--- config.mk ---
export PLATFORM = sky130hd
export DESIGN_NAME = dmem_arbiter
export DESIGN_NICKNAME = d
export VERILOG_FILES = /design/src/rtl/dmem_arbiter.sv
export SDC_FILE = /design/constraint.sdc
export NUM_CORES = 1
export LEC_CHECK = 0
export CAP_MARGIN = 25
export CORE_MARGIN = 2
export CORE_UTILIZATION = 40
export DETAILED_ROUTE_END_ITERATION = 6
export HOLD_SLACK_MARGIN = 0.08
export PLACE_DENSITY_LB_ADDON = 0.25
export SLEW_MARGIN = 30
export SYNTH_ARGS = -nofsm -noshare
export SYNTH_HDL_FRONTEND = slang
export SYNTH_SLANG_ARGS = --single-unit
--- constraint.sdc ---
create_clock -name clock_in -period 5.3 [get_ports clock_in]
set_input_delay 0.53 -clock clock_in [delete_from_list [all_inputs] [get_ports clock_in]]
set_output_delay 0.53 -clock clock_in [all_outputs]
set_load 0.01 [all_outputs]
--- src/rtl/dmem_arbiter.sv ---
// Two-port round-robin arbiter in front of a single combinational-read data memory.
// Port 0 is the CPU datapath, port 1 the board-side debug/display scanner.
// Each access runs Idle -> Busy -> Done; out-of-range requests are flagged and never
// strobe the memory.
module dmem_arbiter #(
  parameter int unsigned DATA_W    = 32,
  parameter int unsigned ADDR_W    = 32,
  parameter int unsigned MEM_BYTES = 128
) (
  input  logic              clock_in,
  input  logic              reset,
  input  logic              req0,
  input  logic              we0,
  input  logic [ADDR_W-1:0] addr0,
  input  logic [DATA_W-1:0] wdata0,
  output logic              ack0,
  output logic              err0,
  output logic [DATA_W-1:0] rdata0,
  input  logic              req1,
  input  logic              we1,
  input  logic [ADDR_W-1:0] addr1,
  input  logic [DATA_W-1:0] wdata1,
  output logic              ack1,
  output logic              err1,
  output logic [DATA_W-1:0] rdata1,
  output logic [ADDR_W-1:0] mem_address,
  output logic [DATA_W-1:0] mem_writeData,
  output logic              mem_memWrite,
  output logic              mem_memRead,
  input  logic [DATA_W-1:0] mem_readData,
  output logic              busy
);

  // A word write touches addr..addr+3, so its last legal start is four bytes from the end.
  localparam logic [ADDR_W-1:0] WrMax = ADDR_W'(MEM_BYTES - 4);
  localparam logic [ADDR_W-1:0] RdMax = ADDR_W'(MEM_BYTES - 1);

  typedef enum logic [1:0] {StIdle, StBusy, StDone} state_e;

  state_e            stateQ, stateD;
  logic              lastQ, selQ, weQ, inRangeQ;
  logic [ADDR_W-1:0] addrQ;
  logic [DATA_W-1:0] wdataQ;
  logic              ack0Q, ack1Q, err0Q, err1Q;
  logic [DATA_W-1:0] rdata0Q, rdata1Q;

  logic              anyReq, grantSel, selWe, selInRange;
  logic [ADDR_W-1:0] selAddr;
  logic [DATA_W-1:0] selWdata;

  // Grant selection: a lone requester wins; on a tie the port that did not go last wins.
  always_comb begin
    anyReq     = req0 | req1;
    grantSel   = (req0 & req1) ? ~lastQ : req1;
    selWe      = grantSel ? we1 : we0;
    selAddr    = grantSel ? addr1 : addr0;
    selWdata   = grantSel ? wdata1 : wdata0;
    selInRange = selWe ? (selAddr <= WrMax) : (selAddr <= RdMax);
  end

  // State register.
  always_ff @(posedge clock_in or posedge reset) begin
    if (reset) stateQ <= StIdle;
    else       stateQ <= stateD;
  end

  // Next-state logic: fixed three-cycle access.
  always_comb begin
    stateD = stateQ;
    case (stateQ)
      StIdle:  if (anyReq) stateD = StBusy;
      StBusy:  stateD = StDone;
      StDone:  stateD = StIdle;
      default: stateD = StIdle;
    endcase
  end

  // Memory strobes only during Busy of an in-range access.
  always_comb begin
    mem_memWrite = 1'b0;
    mem_memRead  = 1'b0;
    busy         = (stateQ != StIdle);
    if (stateQ == StBusy && inRangeQ) begin
      mem_memWrite = weQ;
      mem_memRead  = ~weQ;
    end
  end

  // Request latches, per-port completion flags and read-data registers.
  always_ff @(posedge clock_in or posedge reset) begin
    if (reset) begin
      lastQ    <= 1'b1;
      selQ     <= 1'b0;
      weQ      <= 1'b0;
      inRangeQ <= 1'b0;
      addrQ    <= '0;
      wdataQ   <= '0;
      ack0Q    <= 1'b0;
      ack1Q    <= 1'b0;
      err0Q    <= 1'b0;
      err1Q    <= 1'b0;
      rdata0Q  <= '0;
      rdata1Q  <= '0;
    end else begin
      case (stateQ)
        StIdle: begin
          if (anyReq) begin
            selQ     <= grantSel;
            lastQ    <= grantSel;
            weQ      <= selWe;
            inRangeQ <= selInRange;
            // Rejected requests leave the memory bus holding its previous value.
            if (selInRange) begin
              addrQ  <= selAddr;
              wdataQ <= selWdata;
            end
          end
        end
        StBusy: begin
          if (!selQ) begin
            ack0Q <= 1'b1;
            err0Q <= ~inRangeQ;
            if (!inRangeQ)  rdata0Q <= '0;
            else if (!weQ)  rdata0Q <= mem_readData;
          end else begin
            ack1Q <= 1'b1;
            err1Q <= ~inRangeQ;
            if (!inRangeQ)  rdata1Q <= '0;
            else if (!weQ)  rdata1Q <= mem_readData;
          end
        end
        StDone: begin
          ack0Q <= 1'b0;
          ack1Q <= 1'b0;
          err0Q <= 1'b0;
          err1Q <= 1'b0;
        end
        default: ;
      endcase
    end
  end

  assign mem_address   = addrQ;
  assign mem_writeData = wdataQ;
  assign ack0          = ack0Q;
  assign ack1          = ack1Q;
  assign err0          = err0Q;
  assign err1          = err1Q;
  assign rdata0        = rdata0Q;
  assign rdata1        = rdata1Q;

endmodule

==> metrics.json, run 1 <==
{
  "yosys.area.top_type_share": 0.5949,
  "drt_pre_antenna_iters": 4,
  "count_of_standard_cell_rows": 43,
  "coreArea_sq_um": 13990,
  "netlist_top_cells_area": "sky130_fd_sc_hd__dfrtp_1, sky130_fd_sc_hd__mux2_2, sky130_fd_sc_hd__nand2_1",
  "rsz0062_at_grt": "no",
  "cpPeakStageDelay_ps": 590,
  "finalClockSkew_ps": 7.057,
  "antenna_cells": 0,
  "netlist-cell-type-count": 28,
  "worst_skew_pair.late_latency_ps": 410,
  "worstHoldStart": "rdata1[29]",
  "final_tns_setup_ps": 0,
  "floorplan.die_area_sq_um": 15380,
  "critical_path.startpoint_type": "primary input",
  "worst_ep_required_time_ps": 5590,
  "timing.setup.critical_path_class": "primary input to flop",
  "post_cts_resized": 0,
  "cap_violations": 0,
  "achievable-frequency_mhz": 343.1,
  "drive_above_1_share": 0.1498,
  "worstHoldPathType": "flop to flop",
  "cts_buffers": 17,
  "wl_met2_mm": 9.064,
  "uppermost_signal_routing_layer_after_detailed_routing": "met4",
  "hold_violations": 0,
  "num-nets-final": 954,
  "wirelength_met1_mm": 6.713,
  "grt_max_degree": 97,
  "timing.critical_path.fanout_max": 38,
  "port-buffer-count": 300,
  "final_design_area_no_fill_sq_um": 9524,
  "clk_transition_reported_paths_ps": 60,
  "dpl_cell_area_sq_um": 8920,
  "routed-via-count": 4848,
  "synth-edff-count": 0,
  "detail_route.vias_per_cell": 4.942,
  "track_usage": 0.2268,
  "ys.flop_type": "sky130_fd_sc_hd__dfrtp_1",
  "detailedRoute.firstIterationViolations": 248,
  "synthToLayoutAreaGrowth_pct": 65.26,
  "ctsHoldBuffers": 0,
  "synth_sequential_area_ratio": 0.5994,
  "tightest_slew_ps": 858.3,
  "fraction_of_the_cycle_the_final_worst_path_needs": 0.5499,
  "htree_num_levels": 4,
  "gpl.final_weighted_congestion": 0.7796,
  "status": "complete, no violations",
  "syn-instance-count": 494,
  "synth_common_cells": "sky130_fd_sc_hd__dfrtp_1, sky130_fd_sc_hd__nand2_1, sky130_fd_sc_hd__o21ai_0",
  "cts.root.buffer_cell": "sky130_fd_sc_hd__clkbuf_16",
  "initial_antenna_violation_count": 0,
  "grt-ovfl-total": 0,
  "yosysMostFrequentCell": "sky130_fd_sc_hd__dfrtp_1",
  "worst_setup_slack_post_dpl_ps": 1957,
  "layout.cells.non_filler": 981,
  "finalWorstPathRequiredPeriod_ps": 2914,
  "reg2reg_from": "stateQ[0]",
  "crit_arrival_ps": 3210,
  "power.total_mw": 2.952,
  "overall_die_width_um": 124.0,
  "vdd_ir_drop_max_mv": 0.2200,
  "drt_drc_violations_left": 0,
  "io_pins": 301,
  "synth_top_area_cell": "sky130_fd_sc_hd__dfrtp_1",
  "initial_core_util": 0.4120,
  "tritoncts": "built",
  "slew-limit-headroom": 0.4278,
  "power.density_nw_per_um2": 309.9,
  "setup_viol": 0,
  "ys_seq_elements": 138,
  "p_leak_nw": 4.132,
  "postRouteAntennaNets": 0,
  "synth.avg_cell_area_sq_um": 11.67,
  "clock_sink_count": 138,
  "synth_area_sq_um": 5763,
  "cts_post_setup_buffers_inserted": 0,
  "final.setup.worst_slack_ps": 2386,
  "dieHeight_um": 124.0,
  "wirelength_mm": 17.45,
  "critical_path.endpoint_type": "flop",
  "place_inst": 949,
  "synth-async-reset-ratio": 1.000,
  "grt_pass1_vias": 4983,
  "dp.final_hpwl_mm": 13.12,
  "route.detailed.wl_per_inst_um": 17.78,
  "slew_viol_final": 0,
  "crit_chain": "clkdlybuf4s50_1 -> a21boi_4 -> or4_1 -> nor4_1 -> nor2_4 -> buf_4 -> mux2_2",
  "grt_pass1_wl_mm": 26.21,
  "cp-startpoint": "req1",
  "clock_path_buffers": 2,
  "syn_warnings": 0,
  "wl_met3_mm": 1.406,
  "synth_fp_nets": 660,
  "critical_path.slowest_cell": "sky130_fd_sc_hd__buf_4"
}
==> critical path: cells and delay by family <==
kind            cells  cell delay (ps)
compound gates      1              430
buf+inv             2             1100
mux                 1              400
simple gates        3              710
==> where the power goes <==
group | internal, mW | switching, mW | total (mW)
clock | 0.761 | 0.436 | 1.20
combinational | 0.289 | 0.283 | 0.572
sequential | 1.12 | 0.0656 | 1.18
==> routing by layer <==
layer / vias up / global-route usage
met5: - / 0
met4: 0 / 0.07022
li1: 2273 / -
met3: 19 / 0.07555
met2: 206 / 0.3956
met1: 2350 / 0.2648
==> sequential cells by signal, indices dropped and copies added (netlist names) <==
signal and count:
mem_writeData 32, selQ 1, err0 1, err1 1
mem_address 32, ack0 1, stateQ 2, rdata1 32
inRangeQ 1, rdata0 32, weQ 1, ack1 1
lastQ 1
==> cell usage in the layout (no fill, tap or decap) <==
cell type / instances
sky130_fd_sc_hd__mux2_4: 24
sky130_fd_sc_hd__nand3_4: 1
sky130_fd_sc_hd__bufinv_16: 3
sky130_fd_sc_hd__nor2_4: 1
sky130_fd_sc_hd__clkinv_2: 4
sky130_fd_sc_hd__nor4_1: 12
sky130_fd_sc_hd__clkbuf_8: 2
sky130_fd_sc_hd__inv_1: 4
sky130_fd_sc_hd__or4_1: 1
sky130_fd_sc_hd__clkdlybuf4s50_1: 300
sky130_fd_sc_hd__clkbuf_16: 17
sky130_fd_sc_hd__dfrtp_1: 137
sky130_fd_sc_hd__a21boi_4: 1
sky130_fd_sc_hd__o21ai_1: 1
sky130_fd_sc_hd__and3_1: 1
sky130_fd_sc_hd__nor2_1: 6
sky130_fd_sc_hd__nor3_1: 2
sky130_fd_sc_hd__a31oi_1: 1
sky130_fd_sc_hd__clkbuf_1: 1
sky130_fd_sc_hd__mux2i_1: 3
sky130_fd_sc_hd__o22ai_1: 2
sky130_fd_sc_hd__buf_4: 5
sky130_fd_sc_hd__mux2_2: 55
sky130_fd_sc_hd__dfstp_2: 1
sky130_fd_sc_hd__nand4_1: 5
sky130_fd_sc_hd__and2_1: 25
sky130_fd_sc_hd__nor2b_1: 3
sky130_fd_sc_hd__nand2_1: 103
sky130_fd_sc_hd__o21ai_0: 69
sky130_fd_sc_hd__nand3b_1: 1
sky130_fd_sc_hd__inv_6: 1
sky130_fd_sc_hd__clkinvlp_4: 5
sky130_fd_sc_hd__a21oi_1: 1
sky130_fd_sc_hd__o211ai_1: 3
==> per-stage QoR <==
step	hold slack, ps	util
finish	479.2	0.6809
global route	493.5	0.6809
CTS	481.8	0.6809
detailed placement	469.5	0.6377
global placement	462.0	0.6371
floorplan	486.3	-
==> kinds of logic after synthesis <==
logic type | after synthesis | synth area share
buffers and inverters | 35 | 0.02844
multiplexers | 82 | 0.1752
flip-flops | 138 | 0.5994
AND/OR/NAND/NOR | 161 | 0.1268
AO/OA/AOI/OAI | 78 | 0.07012
==> worst paths after layout <==
kind	to	slack, ps	depth (start not counted)
worst max register to register	mem_writeData[31]	2560	6
worst min register to register	rdata1[29]	480	2
worst max-delay path	mem_writeData[31]	2390	7
min in group asynchronous	rdata0[25]	670	2
max in group asynchronous	lastQ	3500	3
worst min-delay path	rdata1[29]	480	2
==> layout make-up <==
cell class | count | area [sq um]
Sequential cell | 138 | 3455
Inverter | 5 | 23.77
Clock inverter | 12 | 147.6
Timing Repair Buffer | 305 | 3040
Multi-Input combinational cell | 321 | 2176
Tap cell | 180 | 225.2
Fill cell | 1031 | 4464
Clock buffer | 20 | 456.7
Power figures use the tool's default switching activity.
==> run 2: changes to the inputs <==
==> constraint.sdc (replaced) <==
create_clock -name clock_in -period 2.75 [get_ports clock_in]
set_input_delay 0.275 -clock clock_in [delete_from_list [all_inputs] [get_ports clock_in]]
set_output_delay 0.275 -clock clock_in [all_outputs]
set_load 0.01 [all_outputs]
==> run 2 against run 1 <==
Against the previous run: hold slack got worse by 160 ps; flip-flop and latch count unchanged; register-to-register slack lost 2100 ps; critical path depth decreased by 3; core utilization rose by 1.1 points; clock-buffer cell count decreased by 1; clock skew increased by 3.6 ps; via count down 0.27%; critical path type is now flop to output pin; largest cell class unchanged.
==> metrics.json, run 2 (synthesis results as in run 1) <==
{
  "io_pins": {"value": 301, "change": "unchanged"},
  "finalWorstPathRequiredPeriod_ps": 2361,
  "antenna_cells": {"value": 0, "change": "unchanged"},
  "dp.final_hpwl": {"value": 13.01, "unit": "mm", "change": "-0.79%"},
  "final_tns_setup": {"value": 0, "unit": "ps", "change": "unchanged"},
  "worstHoldPathType": "primary input to async pin",
  "layout.cells.most_common": "sky130_fd_sc_hd__clkdlybuf4s50_1",
  "critical_path.startpoint_type": "flop",
  "coreArea": {"value": 13990, "unit": "sq um", "change": "unchanged"},
  "tritoncts": "built",
  "crit_arrival": {"value": 2090, "unit": "ps", "change": "-1120 ps"},
  "count_of_standard_cell_rows": {"value": 43, "change": "unchanged"},
  "worst_skew_pair.late_latency": {"value": 410, "unit": "ps", "change": "about the same"},
  "grt_pass1_vias": {"value": 5013, "change": "+0.60%"},
  "detail_route.vias_per_cell": {"value": 4.899, "change": "-0.87%"},
  "most-common-layout-cells": "sky130_fd_sc_hd__clkdlybuf4s50_1, sky130_fd_sc_hd__dfrtp_1, sky130_fd_sc_hd__nand2_1",
  "timing.reg2reg.worst_path_depth": {"value": 6, "change": "unchanged"},
  "track_usage": {"value": 0.2228, "change": "-0.004023"},
  "critical_path.slowest_cell": "sky130_fd_sc_hd__clkdlybuf4s50_1",
  "gpl.final_weighted_congestion": {"value": 0.8325, "change": "+6.8%"},
  "timing.setup.critical_path_class": "flop to output pin",
  "post_cts_resized": {"value": 0, "change": "unchanged"},
  "hold_violations": {"value": 0, "change": "unchanged"},
  "place_inst": {"value": 955, "change": "+0.63%"},
  "overall_die_width": {"value": 124.0, "unit": "um", "change": "unchanged"},
  "worst_ep_required_time": {"value": 2480, "unit": "ps", "change": "-3110 ps"},
  "ctsHoldBuffers": {"value": 0, "change": "unchanged"},
  "floorplan.die_area": {"value": 15380, "unit": "sq um", "change": "unchanged"},
  "fin_util": {"value": 0.6917, "change": "+0.01082"},
  "postRouteAntennaNets": {"value": 0, "change": "unchanged"},
  "initial_antenna_violation_count": {"value": 0, "change": "unchanged"},
  "timing.critical_path.fanout_max": {"value": 9, "change": "-76%"},
  "p_leak": {"value": 4.211, "unit": "nW", "change": "+1.9%"},
  "rsz0062_at_grt": "no",
  "detailedRoute.firstIterationViolations": {"value": 345, "change": "+39%"},
  "cap_violations": {"value": 0, "change": "unchanged"},
  "cts.root.buffer_cell": "sky130_fd_sc_hd__clkbuf_16",
  "clock_sink_count": {"value": 138, "change": "unchanged"},
  "clock_path_buffers": {"value": 2, "change": "unchanged"},
  "layout.cells.non_filler": {"value": 987, "change": "+0.61%"},
  "status": "complete, no violations",
  "port-buffer-count": {"value": 300, "change": "unchanged"},
  "drt_pre_antenna_iters": {"value": 4, "change": "unchanged"},
  "grt-ovfl-total": {"value": 0, "change": "unchanged"},
  "slew-limit-headroom": {"value": 0.5481, "change": "+0.1203"},
  "num-nets-final": {"value": 960, "change": "+0.63%"},
  "achievable-frequency_mhz": 423.6,
  "route.detailed.wl_per_inst": {"value": 17.28, "unit": "um", "change": "-2.8%"},
  "fillerInstances": {"value": 1006, "change": "-2.4%"},
  "clk_transition_reported_paths": {"value": 60, "unit": "ps", "change": "about the same"},
  "crit_chain": "nor2b_1 -> nand2_1 -> nor2_1 -> clkdlybuf4s50_1",
  "power.total": {"value": 6.022, "unit": "mW", "change": "+100%"},
  "cpPeakStageDelay": {"value": 590, "unit": "ps", "change": "about the same"},
  "routed-via-count": {"value": 4835, "change": "-0.27%"},
  "vdd_ir_drop_max": {"value": 0.4599, "unit": "mV", "change": "+110%"},
  "tightest_slew": {"value": 676.4, "unit": "ps", "change": "-181.9 ps"},
  "drive_above_1_share": {"value": 0.1561, "change": "+0.006321"},
  "dieHeight": {"value": 124.0, "unit": "um", "change": "unchanged"},
  "slew_viol_final": {"value": 0, "change": "unchanged"},
  "setup_viol": {"value": 0, "change": "unchanged"},
  "htree_num_levels": {"value": 4, "change": "unchanged"},
  "synthToLayoutAreaGrowth_pct": 67.89,
  "drt_drc_violations_left": {"value": 0, "change": "unchanged"},
  "cts_buffers": {"value": 17, "change": "unchanged"},
  "critical_path.endpoint_type": "output pin",
  "wirelength": {"value": 17.05, "unit": "mm", "change": "-2.2%"},
  "fraction_of_the_cycle_the_final_worst_path_needs": 0.8585,
  "initial_core_util": {"value": 0.4120, "change": "unchanged"},
  "cts_post_setup_buffers_inserted": {"value": 0, "change": "unchanged"},
  "power.density": {"value": 622.4, "unit": "nW/um^2", "change": "+100%"},
  "finalClockSkew": {"value": 10.66, "unit": "ps", "change": "+3.601 ps"},
  "grt_max_degree": {"value": 65, "change": "-33%"},
  "grt_pass1_wl": {"value": 25.82, "unit": "mm", "change": "-1.5%"}
}
run 2: cell type report:
class                   count  area [sq um]  area share
flip-flops and latches    138          3455      0.3570
repair buffers            311          3123      0.3228
multi-input cells         321          2168      0.2241
clock buffers              19         442.9     0.04578
clock inverters            13         239.0     0.02470
well taps                 180         225.2     0.02328
inverters                   5         22.52    0.002328
run 2: report_power, final:
| group | switching, mW | leakage (nW) | internal, mW |
|---|---|---|---|
| sequential | 0.122 | 1.91 | 2.15 |
| clock | 0.873 | 0.325 | 1.74 |
| combinational | 0.548 | 1.98 | 0.589 |
run 2: routing by layer:
| metal | wire length (um) | vias up | global-route usage |
|---|---|---|---|
| li1 | - | 2279 | - |
| met1 | 6334 | 2331 | 0.2535 |
| met2 | 8985 | 204 | 0.3901 |
| met3 | 1409 | 21 | 0.07463 |
| met4 | 325 | 0 | 0.08076 |
| met5 | 0 | - | 0 |
run 2: through the flow:
| stage | setup slack [ps] | instance area (sq um) | hold WS, ps |
|---|---|---|---|
| 5_1_grt | 240.3 | 9676 | 366.0 |
| 2_1_floorplan | 703.6 | 5767 | 337.9 |
| 3_3_place_gp | 204.0 | 8994 | 461.6 |
| 3_5_place_dp | 160.9 | 8994 | 469.4 |
| 6_report | 389.2 | 9676 | 321.2 |
| 4_1_cts | 361.8 | 9676 | 335.6 |
run 2: worst max-delay path: cells and delay by family, from the launching register on:
kind	cells	cell delay, ps
DFF	1	540
buffers and inverters	1	590
and+or+nand+nor	3	550
run 2: final timing paths:
kind                                      to  slack [ps]            start
max                              mem_memRead         390        stateQ[0]
min                           mem_address[7]         320            reset
max reg2reg                mem_writeData[23]         440            lastQ
min reg2reg                       rdata1[12]         480       rdata1[12]
max in group asynchronous              lastQ        1710            reset
min in group clock_in              rdata0[3]         450  mem_readData[3]
==> run 3: changes to the inputs <==
--- a/config.mk
+++ b/config.mk
@@ -8,6 +8,7 @@
 export CAP_MARGIN = 25
 export CORE_MARGIN = 2
 export CORE_UTILIZATION = 40
+export CTS_CLUSTER_DIAMETER = 100
 export DETAILED_ROUTE_END_ITERATION = 6
 export HOLD_SLACK_MARGIN = 0.08
 export PLACE_DENSITY_LB_ADDON = 0.25
==> results of run 3 <==
Final layout, timing and power as in run 2 (identical DEF).
